File: src/rtl/spi_regmap_pkg.sv
// Register map, frame geometry and FSM encoding shared by the SPI register file,
// pwm_peripheral and the bench.
package spi_regmap_pkg;

  localparam int FRAME_BITS = 16;
  localparam int NUM_REGS   = 5;
  localparam int ADDR_W     = 7;
  localparam int DATA_W     = 8;

  localparam logic [ADDR_W-1:0] ADDR_EN_OUT_7_0  = 7'h00;
  localparam logic [ADDR_W-1:0] ADDR_EN_OUT_15_8 = 7'h01;
  localparam logic [ADDR_W-1:0] ADDR_EN_PWM_7_0  = 7'h02;
  localparam logic [ADDR_W-1:0] ADDR_EN_PWM_15_8 = 7'h03;
  localparam logic [ADDR_W-1:0] ADDR_PWM_DUTY    = 7'h04;

  typedef enum logic [1:0] {
    ST_IDLE   = 2'd0,
    ST_SHIFT  = 2'd1,
    ST_COMMIT = 2'd2
  } spi_state_e;

endpackage

File: src/rtl/sync_edge_detect.sv
// Multi-flop synchronizer for one asynchronous pin, plus a history flop that
// turns the synchronized level into single-cycle rise/fall strobes.
module sync_edge_detect #(
  parameter int   SYNC_STAGES = 2,
  parameter logic RESET_VAL   = 1'b0
) (
  input  logic clk,
  input  logic rst_n,
  input  logic din,
  output logic sync,
  output logic rise,
  output logic fall
);

  logic [SYNC_STAGES-1:0] r_sync;
  logic                   r_prev;

  // NOTE: non-blocking assignments make every stage sample the previous stage's
  // old value; blocking here would collapse the chain into a single flop.
  always_ff @(posedge clk or negedge rst_n) begin
    if (!rst_n) begin
      r_sync <= {SYNC_STAGES{RESET_VAL}};
      r_prev <= RESET_VAL;
    end else begin
      r_sync <= {r_sync[SYNC_STAGES-2:0], din};
      r_prev <= r_sync[SYNC_STAGES-1];
    end
  end

  assign sync = r_sync[SYNC_STAGES-1];
  assign rise = r_sync[SYNC_STAGES-1] & ~r_prev;
  assign fall = ~r_sync[SYNC_STAGES-1] & r_prev;

endmodule

File: src/rtl/spi_peripheral.sv
// Write-only SPI (mode 0) register file feeding pwm_peripheral: each valid
// 16-bit write frame updates one of five 8-bit control registers.
module spi_peripheral
  import spi_regmap_pkg::*;
#(
  parameter int SYNC_STAGES = 2
) (
  input  logic       clk,
  input  logic       rst_n,
  input  logic       sclk,
  input  logic       copi,
  input  logic       ncs,
  output logic [7:0] en_reg_out_7_0,
  output logic [7:0] en_reg_out_15_8,
  output logic [7:0] en_reg_pwm_7_0,
  output logic [7:0] en_reg_pwm_15_8,
  output logic [7:0] pwm_duty_cycle,
  output logic       frame_commit
);

  localparam int                CNT_W    = $clog2(FRAME_BITS + 2);
  localparam logic [CNT_W-1:0]  CNT_FULL = CNT_W'(FRAME_BITS);
  localparam logic [CNT_W-1:0]  CNT_MAX  = CNT_W'(FRAME_BITS + 1);

  logic w_sclk_sync, w_sclk_rise, w_sclk_fall_unused;
  logic w_ncs_sync_unused, w_ncs_rise, w_ncs_fall;
  logic w_copi_sync, w_copi_rise_unused, w_copi_fall_unused;

  sync_edge_detect #(.SYNC_STAGES(SYNC_STAGES), .RESET_VAL(1'b0)) u_sync_sclk (
    .clk  (clk),
    .rst_n(rst_n),
    .din  (sclk),
    .sync (w_sclk_sync),
    .rise (w_sclk_rise),
    .fall (w_sclk_fall_unused)
  );

  sync_edge_detect #(.SYNC_STAGES(SYNC_STAGES), .RESET_VAL(1'b1)) u_sync_ncs (
    .clk  (clk),
    .rst_n(rst_n),
    .din  (ncs),
    .sync (w_ncs_sync_unused),
    .rise (w_ncs_rise),
    .fall (w_ncs_fall)
  );

  sync_edge_detect #(.SYNC_STAGES(SYNC_STAGES), .RESET_VAL(1'b0)) u_sync_copi (
    .clk  (clk),
    .rst_n(rst_n),
    .din  (copi),
    .sync (w_copi_sync),
    .rise (w_copi_rise_unused),
    .fall (w_copi_fall_unused)
  );

  spi_state_e              r_state;
  logic [FRAME_BITS-1:0]   r_shift;
  logic [CNT_W-1:0]        r_bit_cnt;
  logic                    r_commit;
  logic [NUM_REGS-1:0][7:0] r_regs;

  logic              w_rw;
  logic [ADDR_W-1:0] w_addr;
  logic [DATA_W-1:0] w_data;
  logic              w_write_ok;

  assign w_rw   = r_shift[FRAME_BITS-1];
  assign w_addr = r_shift[FRAME_BITS-2 -: ADDR_W];
  assign w_data = r_shift[DATA_W-1:0];

  // Short frames and overlong frames (counter parked at FRAME_BITS+1) both fail.
  assign w_write_ok = (r_bit_cnt == CNT_FULL) && w_rw &&
                      (w_addr < ADDR_W'(NUM_REGS));

  always_ff @(posedge clk or negedge rst_n) begin
    if (!rst_n) begin
      r_state   <= ST_IDLE;
      r_shift   <= '0;
      r_bit_cnt <= '0;
      r_commit  <= 1'b0;
      // NOTE: the register bank is plain flops, not RAM, so it is reset
      // explicitly; pwm_peripheral must see all outputs disabled out of reset.
      r_regs    <= '0;
    end else begin
      // NOTE: default-low every cycle so the commit strobe is exactly one clk wide.
      r_commit <= 1'b0;
      unique case (r_state)
        ST_IDLE: begin
          if (w_ncs_fall) begin
            r_state   <= ST_SHIFT;
            r_shift   <= '0;
            r_bit_cnt <= '0;
          end
        end
        ST_SHIFT: begin
          // End of frame takes priority over a coincident SCLK edge.
          if (w_ncs_rise) begin
            r_state <= ST_COMMIT;
          end else if (w_sclk_rise) begin
            r_shift <= {r_shift[FRAME_BITS-2:0], w_copi_sync};
            if (r_bit_cnt != CNT_MAX) r_bit_cnt <= r_bit_cnt + 1'b1;
          end
        end
        ST_COMMIT: begin
          r_state <= ST_IDLE;
          if (w_write_ok) begin
            r_commit <= 1'b1;
            case (w_addr)
              ADDR_EN_OUT_7_0:  r_regs[0] <= w_data;
              ADDR_EN_OUT_15_8: r_regs[1] <= w_data;
              ADDR_EN_PWM_7_0:  r_regs[2] <= w_data;
              ADDR_EN_PWM_15_8: r_regs[3] <= w_data;
              ADDR_PWM_DUTY:    r_regs[4] <= w_data;
              default: ;
            endcase
          end
        end
        default: r_state <= ST_IDLE;
      endcase
    end
  end

  assign en_reg_out_7_0  = r_regs[0];
  assign en_reg_out_15_8 = r_regs[1];
  assign en_reg_pwm_7_0  = r_regs[2];
  assign en_reg_pwm_15_8 = r_regs[3];
  assign pwm_duty_cycle  = r_regs[4];
  assign frame_commit    = r_commit;

endmodule

File: config.mk
export PLATFORM = sky130hd
export DESIGN_NAME = spi_peripheral
export DESIGN_NICKNAME = d
export VERILOG_FILES = /design/src/rtl/spi_regmap_pkg.sv /design/src/rtl/sync_edge_detect.sv /design/src/rtl/spi_peripheral.sv
export SDC_FILE = /design/constraint.sdc
export NUM_CORES = 1
export LEC_CHECK = 0
export CORE_UTILIZATION = 55
export DETAILED_ROUTE_END_ITERATION = 10
export GPL_TIMING_DRIVEN = 0
export HOLD_SLACK_MARGIN = 0.06
export MAX_ROUTING_LAYER = met4
export PLACE_DENSITY = 0.81
export SLEW_MARGIN = 15
export SYNTH_ARGS = -nofsm -noshare
export SYNTH_HDL_FRONTEND = slang
export SYNTH_HIERARCHICAL = 1
export SYNTH_SLANG_ARGS = --single-unit
File: constraint.sdc
create_clock -name clk -period 5 [get_ports clk]
set_input_delay 0.75 -clock clk [delete_from_list [all_inputs] [get_ports clk]]
set_output_delay 0.75 -clock clk [all_outputs]
set_load 0.02 [all_outputs]
==> impl_metrics.toml <==
[drt]
ant_nets = 0
drtIter0Drc = 156
via_count = 1933
viasPerCell = 5.52
drc_errors = 0
drtPass1Iterations = 5
wl_per_cell_um = 16.2
routed_wl_um = 5670

[clock_network]
cts_buffer_depth = 2
clkSinkCount = 72
cts_root_buf = "clkbuf_8"
cts_setup_buffers = 0
ctsHtreeMaxLevel = 3
clkTransAtPathRegs_ps = 80
cts_tree = "yes"
cts_resized = 0
hold_buffers = 0
worstSkewPairLatency_ps = 340
cts_buffers = 9

[timing]
min_period_ps = 2250
max_freq_mhz = 444
slew_viol_final = 0
rsz0062_at_grt = "false"
timing.final.crit_share_pct = 45.0
skew_ps = 9.84
setup-tns-final_ps = 0
hold_viol_final = 0
holdWs_ps = 301
relSlewSlack_pct = 59.0
setup_viol = 0
tightest_slew_ps = 612
setup_ws_ps = 2750

[finish]
nets = 284
multi_input_area_mm2 = 0.00107
finalNonFillerCells = 350
diodes = 0
post-route-util_pct = 72.6
design_area_mm2 = 0.00371
area_growth_pct = 26.7
fillers = 367
seqCellArea_mm2 = 0.00181
drive_above_1_share_pct = 25.0

[global_routing]
overflow = 0
grt_max_degree = 52
grt_pass1_vias = 1768
grt_pass1_wl_um = 8980
antenna_found_initial = 0
gr-usage-all-layers_pct = 23.4

[critical_path]
path_delay_family = "simple AND/OR/NAND/NOR gates"
max_stage_delay_ps = 440
critPathCaptureType = "flip-flop"
worst_path_max_delay_cell = "nand4_2"
path_cells = "inv_1, ha_1, nor4bb_1, clkbuf_1, nand4_2, mux2_2"
path_class = "flip-flop to flip-flop"
cp-start-kind = "flip-flop"
cp.buffers_inverters = 2
required_ps = 5230
crit_fanout = 8
arrival_ps = 2480

[hold_path]
hold_class = "input port to asynchronous set/reset pin"

[floorplanning]
die_x_um = 74.9
die-height_um = 74.9
io_pins = 46
die-area_mm2 = 0.00562
core_area_mm2 = 0.00511
num_rows = 26
start_util_pct = 57.3

[flow_run]
drv_cap = 0

[place]
port-buffer-count = 45
dpl.cell_count = 335
place_area_mm2 = 0.00349
post-dp-hpwl_um = 3670
gp_congestion = 0.867
place_ws_ps = 2770

[logic_synthesis]
yosys_warnings = 6
synthCells = 219
synth_nets = 227
synth.avg_cell_area_um2 = 13.4
syn_area_mm2 = 0.00293

[pwr]
power.leakage_nw = 1.72
p_total_mw = 1.26
vdd_ir_drop_max_uv = 311
power_density_mw_per_mm2 = 340

[run_status]
outcome = "finished clean"
layout by cell type (no fill, tap or decap), types with 3 or more instances in the layout:
cell type,n
dfstp_2,3
inv_1,3
nor2b_1,3
clkdlybuf4s50_1,44
nor2_1,3
dfrtp_1,69
clkbuf_8,10
nor3b_1,3
nand4_2,5
nand2_1,16
nand3_1,20
a22o_1,3
o21ai_0,18
clkbuf_1,5
ha_1,3
mux2_2,40
metal layers:
metal	track usage (%)	up-vias	wire (µm)
met5	-	-	0
met3	5.62	9	270
met1	33.0	972	2650
li1	-	905	-
met4	11.9	0	69
met2	31.6	47	2690
sequential cells by signal, summed over array words and instances (netlist names):
register / count
en_reg_pwm_7_0: 8
u_sync_ncs/r_prev: 1
u_sync_sclk/r_sync: 2
r_bit_cnt: 5
u_sync_copi/r_sync: 2
r_state: 2
pwm_duty_cycle: 8
u_sync_sclk/r_prev: 1
en_reg_out_15_8: 8
frame_commit: 1
en_reg_pwm_15_8: 8
en_reg_out_7_0: 8
r_shift: 16
u_sync_ncs/r_sync: 2
path summary, 6_finish.rpt:
kind                                                    to  slack (ps)                       startpoint  cells after the start
min in group clk           u_sync_sclk/r_sync[1]$_DFF_PN0_         350  u_sync_sclk/r_sync[0]$_DFF_PN0_                      0
setup reg to reg            en_reg_pwm_15_8[4]$_DFFE_PN0P_        2750         r_bit_cnt[0]$_DFFE_PN0P_                      6
hold reg to reg            u_sync_sclk/r_sync[1]$_DFF_PN0_         350  u_sync_sclk/r_sync[0]$_DFF_PN0_                      0
max in group asynchronous    en_reg_out_7_0[2]$_DFFE_PN0P_        4170                            rst_n                      2
setup / recovery            en_reg_pwm_15_8[4]$_DFFE_PN0P_        2750         r_bit_cnt[0]$_DFFE_PN0P_                      6
hold / removal                u_sync_sclk/r_prev$_DFF_PN0_         300                            rst_n                      1
area by class of cell:
| type | count | share of cell area (%) |
|---|---|---|
| clock inverter | 5 | 2.19 |
| clock buffer | 10 | 3.71 |
| inverter | 3 | 0.304 |
| timing repair buffer | 46 | 12.8 |
| buffer | 9 | 0.978 |
| sequential | 72 | 48.7 |
| multi-input combinational | 135 | 28.9 |
| tap | 70 | 2.36 |
power breakdown:
group	leakage (nW)	total (mW)	internal [mW]	switching, mW
clock	0.108	0.503	0.292	0.211
sequential	0.979	0.640	0.608	0.0329
combinational	0.630	0.119	0.0428	0.0764
Power figures use the tool's default switching activity.
